[src/rtl/kalman_seq_pkg.sv]
// Shared types and constants for the Kalman-filter CMU sequencers.
// Double-precision constants are raw IEEE-754 bit patterns.
`timescale 1ns/1ps
package kalman_seq_pkg;

    localparam int DBL_WIDTH_DFLT = 64;

    typedef enum logic [2:0] {
        IDLE,
        FETCH,
        LOAD,
        ISSUE,
        WRITE,
        DONE
    } seq_state_t;

    localparam logic [63:0] ZERO    = 64'h0000000000000000;
    localparam logic [63:0] QUARTER = 64'h3FD0000000000000;
    localparam logic [63:0] HALF    = 64'h3FE0000000000000;
    localparam logic [63:0] ONE     = 64'h3FF0000000000000;
    localparam logic [63:0] TWO     = 64'h4000000000000000;

endpackage

[src/rtl/cmu_watchdog.sv]
// Counts enabled cycles since the last clear; expire flags the TIMEOUT-th enabled cycle.
// The count saturates so a stalled enable never wraps back to a quiet state.
`timescale 1ns/1ps
module cmu_watchdog #(
    parameter int TIMEOUT = 64
) (
    input  logic clk,
    input  logic rst_n,
    input  logic clr,
    input  logic en,
    output logic expire
);
    localparam int CW = (TIMEOUT > 1) ? $clog2(TIMEOUT) : 1;
    localparam logic [CW-1:0] LAST = CW'(TIMEOUT - 1);

    logic [CW-1:0] cnt_q;

    always_ff @(posedge clk or negedge rst_n) begin
        if (!rst_n) begin
            cnt_q <= '0;
        end else if (clr) begin
            cnt_q <= '0;
        end else if (en && (cnt_q != LAST)) begin
            cnt_q <= cnt_q + CW'(1);
        end
    end

    assign expire = en && (cnt_q == LAST);

endmodule

[src/rtl/cmu_phi_sequencer.sv]
// Walks the element list, fetches Theta/Q operands, drives one CMU through its
// valid/finish handshake and writes each result back; aborts on watchdog expiry.
`timescale 1ns/1ps
module cmu_phi_sequencer
    import kalman_seq_pkg::*;
#(
    parameter int DBL_WIDTH = DBL_WIDTH_DFLT,
    parameter int N_ELEM    = 16,
    parameter int IDX_W     = $clog2(N_ELEM),
    parameter int TIMEOUT   = 64
) (
    input  logic                 clk,
    input  logic                 rst_n,
    input  logic                 start,
    input  logic [IDX_W:0]       n_elem,
    input  logic [DBL_WIDTH-1:0] delta_t,
    output logic                 busy,
    output logic                 done,
    output logic                 err_timeout,
    output logic                 rd_en,
    output logic [IDX_W-1:0]     rd_addr,
    input  logic [DBL_WIDTH-1:0] rd_theta_a,
    input  logic [DBL_WIDTH-1:0] rd_theta_b,
    input  logic [DBL_WIDTH-1:0] rd_q,
    output logic                 cmu_valid,
    output logic [DBL_WIDTH-1:0] cmu_x,
    output logic [DBL_WIDTH-1:0] cmu_y,
    output logic [DBL_WIDTH-1:0] cmu_q,
    output logic [DBL_WIDTH-1:0] cmu_dt,
    input  logic                 cmu_finish,
    input  logic [DBL_WIDTH-1:0] cmu_result,
    output logic                 wr_en,
    output logic [IDX_W-1:0]     wr_addr,
    output logic [DBL_WIDTH-1:0] wr_data
);
    localparam logic [IDX_W:0] MAX_CNT = (IDX_W+1)'(N_ELEM);

    seq_state_t           state_q;
    logic [IDX_W:0]       cnt_total_q;
    logic [IDX_W-1:0]     idx_q;
    logic [DBL_WIDTH-1:0] dt_q;
    logic [DBL_WIDTH-1:0] x_q;
    logic [DBL_WIDTH-1:0] y_q;
    logic [DBL_WIDTH-1:0] q_q;
    logic [DBL_WIDTH-1:0] result_q;
    logic                 rd_en_q;
    logic                 wr_en_q;
    logic                 done_q;
    logic                 valid_q;
    logic                 err_q;
    logic                 wd_expire;
    logic [IDX_W:0]       n_clamped_d;
    logic [IDX_W:0]       idx_next_d;

    assign n_clamped_d = (n_elem > MAX_CNT) ? MAX_CNT : n_elem;
    assign idx_next_d  = {1'b0, idx_q} + (IDX_W+1)'(1);

    cmu_watchdog #(
        .TIMEOUT (TIMEOUT)
    ) u_watchdog (
        .clk    (clk),
        .rst_n  (rst_n),
        .clr    (state_q == LOAD),
        .en     (state_q == ISSUE),
        .expire (wd_expire)
    );

    // Strobes are set on the transition into their state, so each output is a flop.
    always_ff @(posedge clk or negedge rst_n) begin
        if (!rst_n) begin
            state_q     <= IDLE;
            cnt_total_q <= '0;
            idx_q       <= '0;
            dt_q        <= '0;
            x_q         <= '0;
            y_q         <= '0;
            q_q         <= '0;
            result_q    <= '0;
            rd_en_q     <= 1'b0;
            wr_en_q     <= 1'b0;
            done_q      <= 1'b0;
            valid_q     <= 1'b0;
            err_q       <= 1'b0;
        end else begin
            rd_en_q <= 1'b0;
            wr_en_q <= 1'b0;
            done_q  <= 1'b0;
            case (state_q)
                IDLE: begin
                    if (start) begin
                        dt_q        <= delta_t;
                        cnt_total_q <= n_clamped_d;
                        idx_q       <= '0;
                        err_q       <= 1'b0;
                        if (n_clamped_d == '0) begin
                            state_q <= DONE;
                            done_q  <= 1'b1;
                        end else begin
                            state_q <= FETCH;
                            rd_en_q <= 1'b1;
                        end
                    end
                end
                FETCH: begin
                    state_q <= LOAD;
                end
                LOAD: begin
                    x_q     <= rd_theta_a;
                    y_q     <= rd_theta_b;
                    q_q     <= rd_q;
                    valid_q <= 1'b1;
                    state_q <= ISSUE;
                end
                ISSUE: begin
                    // A finish in the expiry cycle still counts as a completion.
                    if (cmu_finish) begin
                        result_q <= cmu_result;
                        valid_q  <= 1'b0;
                        wr_en_q  <= 1'b1;
                        state_q  <= WRITE;
                    end else if (wd_expire) begin
                        err_q   <= 1'b1;
                        valid_q <= 1'b0;
                        done_q  <= 1'b1;
                        state_q <= DONE;
                    end
                end
                WRITE: begin
                    idx_q <= idx_next_d[IDX_W-1:0];
                    if (idx_next_d == cnt_total_q) begin
                        done_q  <= 1'b1;
                        state_q <= DONE;
                    end else begin
                        rd_en_q <= 1'b1;
                        state_q <= FETCH;
                    end
                end
                DONE: begin
                    state_q <= IDLE;
                end
                default: begin
                    state_q <= IDLE;
                end
            endcase
        end
    end

    assign busy        = (state_q != IDLE);
    assign done        = done_q;
    assign err_timeout = err_q;
    assign rd_en       = rd_en_q;
    assign rd_addr     = idx_q;
    assign cmu_valid   = valid_q;
    assign cmu_x       = x_q;
    assign cmu_y       = y_q;
    assign cmu_q       = q_q;
    assign cmu_dt      = dt_q;
    assign wr_en       = wr_en_q;
    assign wr_addr     = idx_q;
    assign wr_data     = result_q;

endmodule

[config.mk]
export PLATFORM = sky130hd
export DESIGN_NAME = cmu_phi_sequencer
export DESIGN_NICKNAME = d
export VERILOG_FILES = /design/src/rtl/kalman_seq_pkg.sv /design/src/rtl/cmu_watchdog.sv /design/src/rtl/cmu_phi_sequencer.sv
export SDC_FILE = /design/constraint.sdc
export NUM_CORES = 1
export LEC_CHECK = 0
export ABC_AREA = 1
export CORE_AREA = 2 2 260 262
export CTS_CLUSTER_DIAMETER = 80
export DETAILED_ROUTE_END_ITERATION = 10
export DIE_AREA = 0 0 262 264
export PLACE_DENSITY_LB_ADDON = 0.2
export SYNTH_ARGS = -nofsm -noshare
export SYNTH_HDL_FRONTEND = slang
export SYNTH_SLANG_ARGS = --single-unit
[constraint.sdc]
create_clock -name clk -period 1.33 [get_ports clk]
set_clock_uncertainty 0.05 [all_clocks]
set_input_delay 0.266 -clock clk [delete_from_list [all_inputs] [get_ports clk]]
set_output_delay 0.266 -clock clk [all_outputs]
set_load 0.005 [all_outputs]
==> qor.txt, run 1 <==
initial DRC count - 591
Worst Tran Pin Value - 370 ps
Reg clk slew, reported paths - 60 ps
FP Rows - 95
Crit path arrival time - 2070 ps
FF-to-FF End - cmu_y[48]
CP required - 1730 ps
Rel. slew slack - 0.754
final worst setup slack - -339 ps
Slew Viols, Final - 0
crit path time final - 1670 ps
Skew-Pair Late Insertion Delay - 570 ps
non-filler instance count after layout - 3276
port buffer count - 662
Cell variety after synth - 24
most numerous cell in the Yosys netlist - nand2_1
first-pass GRT wire length - 83.5 mm
DR vias - 13000
R2R Path Start - state_q[0]
worst reg2reg path depth - 8
Critical Path Max Stage Delay - 400 ps
Yosys reg bits - 343
GP Congestion - 0.794
Syn-to-layout area delta - 83.6%
failing checks - setup timing
GRT Overall Usage - 0.157
placed instance count - 3065
CTS tree - yes
Routed wire per std cell - 17.0 um
Hold Vio Cnt, Final - 0
LEAKAGE - 12.7 nW
post-synth top area share - 0.654
Synth Flop Type - dfrtp_1
Area contributors post-synth - dfrtp_1, nand2_1, buf_2, inv_1, clkbuf_1
Initial DRT Pass Iterations - 5
max cap viols - 0
FFs w/ async S/R, synth - 1.00
nature of the critical path endpoint - flip-flop
Post-Syn Instances - 1504
final global-route overflow total - 0
Post-synth top cells - nand2_1, dfrtp_1, buf_2
peak supply drop - 0.00106 V
largest net degree at the start of global routing - 65
RSZ-0062 raised after global routing - true
Synth area leader - dfrtp_1
WL final - 55.7 mm
area of the core - 0.0666 mm^2
critical path type - flip-flop to flip-flop
Die X - 262 um
yosys warns - 0
Final period util - 1.25
Worst path slowest cell - dfrtp_1
clock sinks - 343
status - finished with violations
share of cells above drive strength 1 - 0.298
Placement Cell Area - 0.0217 mm^2
Final Net Count - 2704
fmax - 599 MHz
worst-path cell chain - buf_6, nor2_4, nand2_8, buf_6, buf_12, bufbuf_16, nand2_1, nand2_1
number of synthesized flops with an enable pin - 0
number of H-tree levels - 2
CTS Buf Count - 43
Routed Antenna Nets - 0
syn avg cell area - 8.73 um^2
Final setup viols - 677
die area - 0.0692 mm^2
Crit Path Max Fanout - 12
Die H - 264 um
clk buf depth - 3
Hold Path Class - input port to asynchronous set/reset pin
DRC Markers - 0
cell area after synthesis - 0.0131 mm^2
CTS root buf - clkbuf_16
io pins - 663
Syn Nets - 1835
DP HPWL - 37.7 mm
Starting Density - 0.197
post-DR vias/cell - 3.98
initial antenna violation count - 1
CP Launch Type - flip-flop
flop2flop setup slack - -340 ps
vias in the first global route - 13700
Power Density - 2390 mW/mm^2
sequential area share after synthesis - 0.654
final instance area - 0.0241 mm^2
## worst max-delay path by stage
stage | startpoint | endpoint | slack (ps) | cells after the start
after floorplan | state_q[0] | cmu_dt[14] | -70 | 8
after global placement | cmu_finish | wr_data[15] | -370 | 7
after detailed placement | cmu_finish | cmu_valid | -410 | 7
after global routing | state_q[0] | cmu_y[7] | -440 | 8
final | state_q[0] | cmu_y[48] | -340 | 8
after CTS | state_q[1] | busy | -380 | 3
## flip-flops by register name, summed over array words and instances, names as in the netlist
register and count:
cmu_y 64, rd_en 1, rd_addr 4, wr_en 1, cmu_valid 1, cmu_q 64
cnt_total_q 5, err_timeout 1, u_watchdog.cnt_q 6, done 1, state_q 3, cmu_x 64
wr_data 64, cmu_dt 64
## final cells by class
class / instances / area (um^2)
fillers: 6832 / 42500
flip-flops and latches: 343 / 8590
repair buffers: 897 / 8530
multi-input cells: 1059 / 4360
clock buffers: 66 / 1280
well taps: 873 / 1090
inverters: 28 / 146
clock inverters: 8 / 83.8
repair inverters: 1 / 11.3
diodes: 1 / 2.50
## through the flow
| stage | power, W | TNS [ps] | hold WS, ps | worst slack, ps | util |
|---|---|---|---|---|---|
| 2_1_floorplan | 0.0268 | -5150 | -79.6 | -73.5 | - |
| 3_3_place_gp | 0.0431 | -56730 | 105 | -365 | 0.326 |
| 4_1_cts | 0.0578 | -110070 | 96.1 | -384 | 0.359 |
| 3_5_place_dp | 0.0433 | -67610 | 108 | -413 | 0.326 |
| 5_1_grt | 0.0617 | -147850 | 117 | -436 | 0.362 |
| 6_report | 0.0575 | -96750 | 129 | -339 | 0.362 |
## report_power, final
| part | total, W | switching (W) | internal [W] | leakage [nW] |
|---|---|---|---|---|
| registers | 0.0181 | 0.00272 | 0.0154 | 4.27 |
| logic | 0.0280 | 0.0129 | 0.0150 | 7.72 |
| clock network | 0.0114 | 0.00463 | 0.00681 | 0.674 |
| total | 0.0575 | 0.0203 | 0.0372 | 12.7 |
## critical path, delay by kind of cell (launching register included)
kind	cells	cell delay, ps
buffers and inverters	4	720
and+or+nand+nor	4	390
DFF	1	400
## placed cells by master, fill, tap and decap left out, drive strengths merged
| master | netlist | layout |
|---|---|---|
| buf | 52 | 554 |
| clkdlybuf4s50 | 0 | 327 |
| dlygate4sd3 | 0 | 1 |
| o21ai | 9 | 9 |
| clkbuf | 22 | 68 |
| nand2 | 1000 | 1000 |
| nor2 | 15 | 15 |
| clkinv | 0 | 6 |
| nor3 | 1 | 1 |
| bufbuf | 0 | 13 |
| ha | 2 | 2 |
| a21oi | 5 | 5 |
| diode | 0 | 1 |
| inv | 28 | 30 |
| dfrtp | 343 | 343 |
| o31ai | 1 | 1 |
| a22o | 1 | 1 |
| bufinv | 0 | 1 |
| nand3 | 14 | 14 |
| o2111ai | 1 | 1 |
| nand4 | 3 | 3 |
| xor2 | 2 | 2 |
| a211oi | 1 | 1 |
| o22ai | 4 | 4 |
## metal layers
layer  GRT usage  vias to the layer above  routed length, um
met5           0                        -                 11
met4      0.0504                        2               1700
met3      0.0451                      105               4290
met2       0.278                      468              28100
met1       0.182                     6154              21600
li1            -                     6298                  -
## timing repair
item | 4_1_cts | 5_1_grt
gates resized for setup | 1495 | 50
pin swaps | 27 | 8
buffers inserted | 88 | 12
endpoints found under the hold margin | 289 | 0
endpoints found under the setup margin | 669 | 677
gates cloned | 39 | 2
hold buffers | 1 | 0
## kinds of logic (layout without fill, tap and decap cells)
group                      after synthesis  in the layout  synth area share
AOI/OAI and AO/OA                       22             22           0.00972
xor gates and xnor gates                 2              2           0.00133
adders and majority gates                2              2           0.00191
buffers and inverters                  102           1000            0.0347
DFF                                    343            343             0.654
other                                    0              1                 0
and+or+nand+nor                       1033           1033             0.299
Power figures use the tool's default switching activity.
==> inputs of run 2 (changes only) <==
--- a/config.mk
+++ b/config.mk
@@ -14,3 +14,4 @@
 export SYNTH_ARGS = -nofsm -noshare
 export SYNTH_HDL_FRONTEND = slang
 export SYNTH_SLANG_ARGS = --single-unit
+export TNS_END_PERCENT = 20
==> run 2 against run 1 <==
  * The flow still finishes with violations (setup timing)
  * Critical path depth is 5 lower
  * Global-route usage is 1.0 points lower
  * Register-to-register slack better by 60 ps
  * Wire length is 0.24% higher
  * Worst hold slack better by 23 ps
  * Combinational power is 8.6% lower
  * Clock power is 4% higher
  * Via count is 2.3% lower
  * Flip-flop and latch count stayed put
  * Die area stayed put
  * Maximum frequency is 1.9% higher
  * Final cell count is 1.6% lower
  * Critical endpoint is now busy
  * Highest routed layer unchanged
==> qor.txt, run 2 (same netlist as run 1, synthesis figures left out) <==
Hold Path Class - input port to asynchronous set/reset pin
switching power - 0.0199 W
Crit Path Max Fanout - 2
final design utilization - 0.357
initial DRC count - 498
Reg clk slew, reported paths - 60 ps
Hold Vio Cnt, Final - 0
Power Density - 2340 mW/mm^2
final global-route overflow total - 0
Final setup viols - 676
placed instance count - 3052
final worst setup slack - -308 ps
Crit path arrival time - 1320 ps
number of H-tree levels - 2
fmax - 611 MHz
commonest cells after routing, fill and taps aside - nand2_1, dfrtp_1, clkdlybuf4s50_1, dlygate4sd2_1, buf_2
share of cells above drive strength 1 - 0.202
FP Rows - 95
peak supply drop - 0.000940 V
clock sinks - 343
switch share - 0.358
clock power share - 0.214
DR vias - 12700
Final Net Count - 2648
DRC Markers - 0
status - finished with violations
Slew Viols, Final - 0
commonest non-fill, non-tap cell in the layout - nand2_1
final instance area - 0.0237 mm^2
CTS root buf - clkbuf_16
nature of the critical path endpoint - output pin
Placement Cell Area - 0.0215 mm^2
CP startpoint - state_q[0]
Die X - 262 um
internal power - 0.0357 W
post-DR vias/cell - 3.95
DP HPWL - 38.8 mm
initial antenna violation count - 4
vias in the first global route - 13100
Final period util - 1.23
worst reg2reg path depth - 8
CP required - 1010 ps
worst slack, placed - -332 ps
sequential power share - 0.326
GRT Max-Usage Layer - met2
CP Launch Type - flip-flop
die area - 0.0692 mm^2
Routed Antenna Nets - 0
Routed wire per std cell - 17.3 um
met1 GRT Util - 0.170
met2 usage - 0.256
area of the core - 0.0666 mm^2
met3 usage - 0.0476
port buffer count - 662
worst setup path end - busy
GRT Overall Usage - 0.147
Syn-to-layout area delta - 80.8%
FF-to-FF End - cmu_dt[25]
Skew-Pair Late Insertion Delay - 570 ps
failing checks - setup timing
clk buf depth - 3
CTS Buf Count - 44
first-pass GRT wire length - 78.4 mm
R2R Path Start - state_q[0]
crit path time final - 1640 ps
non-filler instance count after layout - 3223
RSZ-0062 raised after global routing - true
Die H - 264 um
flop2flop setup slack - -280 ps
WL final - 55.9 mm
Comb power frac - 0.460
fill count - 6876
Rel. slew slack - 0.703
critical path type - flip-flop to output pin
largest net degree at the start of global routing - 69
Initial DRT Pass Iterations - 4
io pins - 663
setup tns final - -107530 ps
CTS tree - yes
LEAKAGE - 12.4 nW
Starting Density - 0.197
Worst Tran Pin Value - 446 ps
max cap viols - 0
GP Congestion - 0.795
-- run 2: cell count changes in the layout (fill, tap and decap cells not counted), sizes merged --
cell,previous run,this run
buf,554,323
dlygate4sd2,0,148
clkbuf,68,86
clkdlybuf4s15,0,17
bufbuf,13,0
clkinv,6,13
bufinv,1,3
inv,30,28
clkinvlp,0,1
-- run 2: what timing repair did --
item | CTS | global route
resized for setup | 931 | 91
hold buffers | 1 | 0
hold endpoints to repair | 343 | 0
endpoints found under the setup margin | 676 | 677
pin swaps | 2 | 8
cloned | 0 | 26
buffers inserted | 50 | 16
-- run 2: critical path, stage by stage, from the launching register on --
cell and delay (ps):
dfrtp_1 400, nor2_2 130, nand2_2 90, buf_6 130
-- run 2: through the flow --
| stage | hold WS, ps | total power (W) |
|---|---|---|
| 6_report | 152 | 0.0556 |
| 4_1_cts | 133 | 0.0533 |
| 2_1_floorplan | -79.6 | 0.0267 |
| 3_3_place_gp | 160 | 0.0427 |
| 5_1_grt | 145 | 0.0599 |
| 3_5_place_dp | 164 | 0.0430 |
-- run 2: power by group through the flow --
stage	Combinational [W]	Sequential [W]	Clock (W)
finish	0.0256	0.0181	0.0119
global route	0.0283	0.0187	0.0128
CTS	0.0229	0.0181	0.0123
detailed placement	0.0248	0.0182	0
global placement	0.0246	0.0182	0
floorplan	0.00828	0.0184	0
-- run 2: cell type report --
cell class	count	area [um^2]	area share
Inverter	28	144	0.00606
Tap cell	873	1090	0.0460
Clock inverter	17	189	0.00796
Clock buffer	61	1240	0.0524
Antenna cell	1	2.50	0.000105
Sequential cell	343	8590	0.362
Multi-Input combinational cell	1059	4300	0.181
Timing Repair Buffer	841	8180	0.345
-- run 2: how the worst min path moves through the flow --
stage / start / endpoint / slack, ps / depth (start not counted)
finish: rst_n / cmu_dt[54] / 150 / 2
global route: rst_n / cmu_dt[50] / 140 / 2
CTS: rst_n / cmu_dt[54] / 130 / 2
detailed placement: rst_n / cmu_dt[50] / 160 / 1
global placement: rst_n / cmu_dt[38] / 160 / 1
floorplan: rst_n / cmu_dt[0] / -80 / 0
-- run 2: per-layer routing --
| metal | vias to the layer above | share of wire |
|---|---|---|
| li1 | 6191 | - |
| met1 | 6022 | 0.40 |
| met2 | 420 | 0.50 |
| met3 | 89 | 0.077 |
| met4 | 6 | 0.027 |
| met5 | - | 0.00072 |
==> inputs of run 3 (changes only) <==
--- a/config.mk
+++ b/config.mk
@@ -8,8 +8,10 @@
 export ABC_AREA = 1
 export CORE_AREA = 2 2 260 262
 export CTS_CLUSTER_DIAMETER = 80
+export CTS_CLUSTER_SIZE = 40
 export DETAILED_ROUTE_END_ITERATION = 10
 export DIE_AREA = 0 0 262 264
+export GPL_TIMING_DRIVEN = 1
 export PLACE_DENSITY_LB_ADDON = 0.2
 export SYNTH_ARGS = -nofsm -noshare
 export SYNTH_HDL_FRONTEND = slang
==> run 3 against run 2 <==
  * The flow still finishes with violations (setup timing)
  * Via count fell by 0.10%
  * Clock-buffer cell count down 28
  * Clock power fell by 21%
  * Non-clock buffer count is 22 higher
  * Worst setup slack got worse by 30 ps
  * Total power down 3.7%
  * Register-to-register slack got worse by 50 ps
  * Final cell count is 0.16% lower
  * Global-route usage down 0.21 points
  * Maximum frequency fell by 1.8%
==> qor.txt, run 3 (same netlist as run 1, synthesis figures left out) <==
Initial DRT Pass Iterations - 4
RSZ-0062 raised after global routing - true
WL final - 56.2 mm
io pins - 663
CP required - 1010 ps
Final period util - 1.25
final global-route overflow total - 0
CTS tree - yes
failing checks - setup timing
critical path type - flip-flop to output pin
final worst setup slack - -338 ps
Starting Density - 0.197
status - finished with violations
first-pass GRT wire length - 77.9 mm
Hold Vio Cnt, Final - 0
R2R Path Start - state_q[1]
nature of the critical path endpoint - output pin
non-filler instance count after layout - 3218
placed instance count - 3052
FP Rows - 95
DP HPWL - 38.8 mm
Syn-to-layout area delta - 77.5%
final design utilization - 0.350
Skew-Pair Late Insertion Delay - 570 ps
area of the core - 0.0666 mm^2
number of H-tree levels - 1
CTS Buf Count - 29
GP Congestion - 0.795
Power Density - 2300 mW/mm^2
worst slack, placed - -332 ps
CP startpoint - rd_addr[1]
Reg clk slew, reported paths - 80 ps
max cap viols - 0
internal power - 0.0336 W
Final setup viols - 675
DR vias - 12700
Worst Tran Pin Value - 444 ps
DRC Markers - 0
Comb power frac - 0.487
initial DRC count - 572
clock sinks - 343
peak supply drop - 0.00102 V
clk buf depth - 3
commonest non-fill, non-tap cell in the layout - nand2_1
clock power share - 0.176
final instance area - 0.0233 mm^2
port buffer count - 662
Final Net Count - 2655
Die H - 264 um
initial antenna violation count - 4
switch share - 0.373
CP Launch Type - flip-flop
Rel. slew slack - 0.704
largest net degree at the start of global routing - 69
die area - 0.0692 mm^2
Routed wire per std cell - 17.4 um
LEAKAGE - 12.2 nW
post-DR vias/cell - 3.95
sequential power share - 0.338
Slew Viols, Final - 0
Crit path arrival time - 1350 ps
Crit Path Max Fanout - 2
fill count - 6937
CTS root buf - clkbuf_16
GRT Overall Usage - 0.145
switching power - 0.0199 W
commonest cells after routing, fill and taps aside - nand2_1, dfrtp_1, clkdlybuf4s50_1, buf_4, buf_2
Routed Antenna Nets - 0
Placement Cell Area - 0.0215 mm^2
fmax - 600 MHz
share of cells above drive strength 1 - 0.215
Hold Path Class - input port to asynchronous set/reset pin
Die X - 262 um
vias in the first global route - 13000
crit path time final - 1670 ps
## run 3: changes by cell type in the layout (fill, tap and decap cells not counted), moves of 4 or more
cell             previous run  this run
clkinv_2                    8         0
inv_8                       0         4
dlygate4sd2_1             148       118
clkbuf_16                  67        48
nand3_1                    12         8
nand2_4                     8         3
clkdlybuf4s15_1            17        21
clkbuf_8                    8         2
clkbuf_1                    9         2
buf_4                     102       130
nand2_1                   970       977
clkbuf_2                    2        25
## run 3: area by class of cell
| cell class | instances | area, um^2 | area share |
|---|---|---|---|
| Antenna cell | 1 | 2.50 | 0.000107 |
| Clock inverter | 18 | 255 | 0.0110 |
| Tap cell | 873 | 1090 | 0.0469 |
| Inverter | 28 | 129 | 0.00553 |
| Multi-Input combinational cell | 1059 | 4300 | 0.185 |
| Timing Repair Buffer | 863 | 8170 | 0.351 |
| Clock buffer | 33 | 761 | 0.0326 |
| Sequential cell | 343 | 8590 | 0.369 |
## run 3: worst max-delay path: stages (launching register included)
cell and delay [ps]:
dfrtp_1 420, buf_6 140, buf_6 120, buf_6 110
## run 3: final timing paths
kind	to	slack [ps]	cells past startpoint
max	rd_addr[1]	-340	3
min	cmu_dt[50]	140	2
max reg2reg	cmu_y[20]	-330	10
min reg2reg	cmu_dt[21]	420	2
max in group asynchronous	cmu_x[7]	460	3
min in group clk	cmu_y[6]	160	3
## run 3: stage by stage
stage                     total power (W)  setup TNS [ps]  hold slack, ps
after global routing               0.0577         -163010             123
final                              0.0535         -117120             141
after detailed placement           0.0430          -52080             164
after global placement             0.0427          -44140             160
after floorplan                    0.0267           -5330           -79.6
after CTS                          0.0509         -126320            97.1
## run 3: routing by layer
layer / GRT usage / vias up / part of all wire / routed length, um
met3: 0.0416 / 72 / 0.071 / 3980
met4: 0.0371 / 6 / 0.026 / 1460
met5: 0 / - / 0.00080 / 45
met1: 0.170 / 6051 / 0.40 / 22600
li1: - / 6196 / - / -
met2: 0.257 / 390 / 0.50 / 28100
## run 3: repair_timing
item                       4_1_cts  5_1_grt
cloned                           0       22
setup buffers                   61       30
setup endpoints to repair      676      677
hold buffers                     1        0
hold endpoints to repair       343        0
gates resized for setup        940      133
pin swaps                        2       25
## run 3: power by group through the flow
stage	Clock [W]	Sequential, W	Combinational (W)
final	0.00941	0.0181	0.0260
after global placement	0	0.0182	0.0246
after detailed placement	0	0.0182	0.0248
after CTS	0.00981	0.0180	0.0231
after floorplan	0	0.0184	0.00828
after global routing	0.0102	0.0186	0.0288
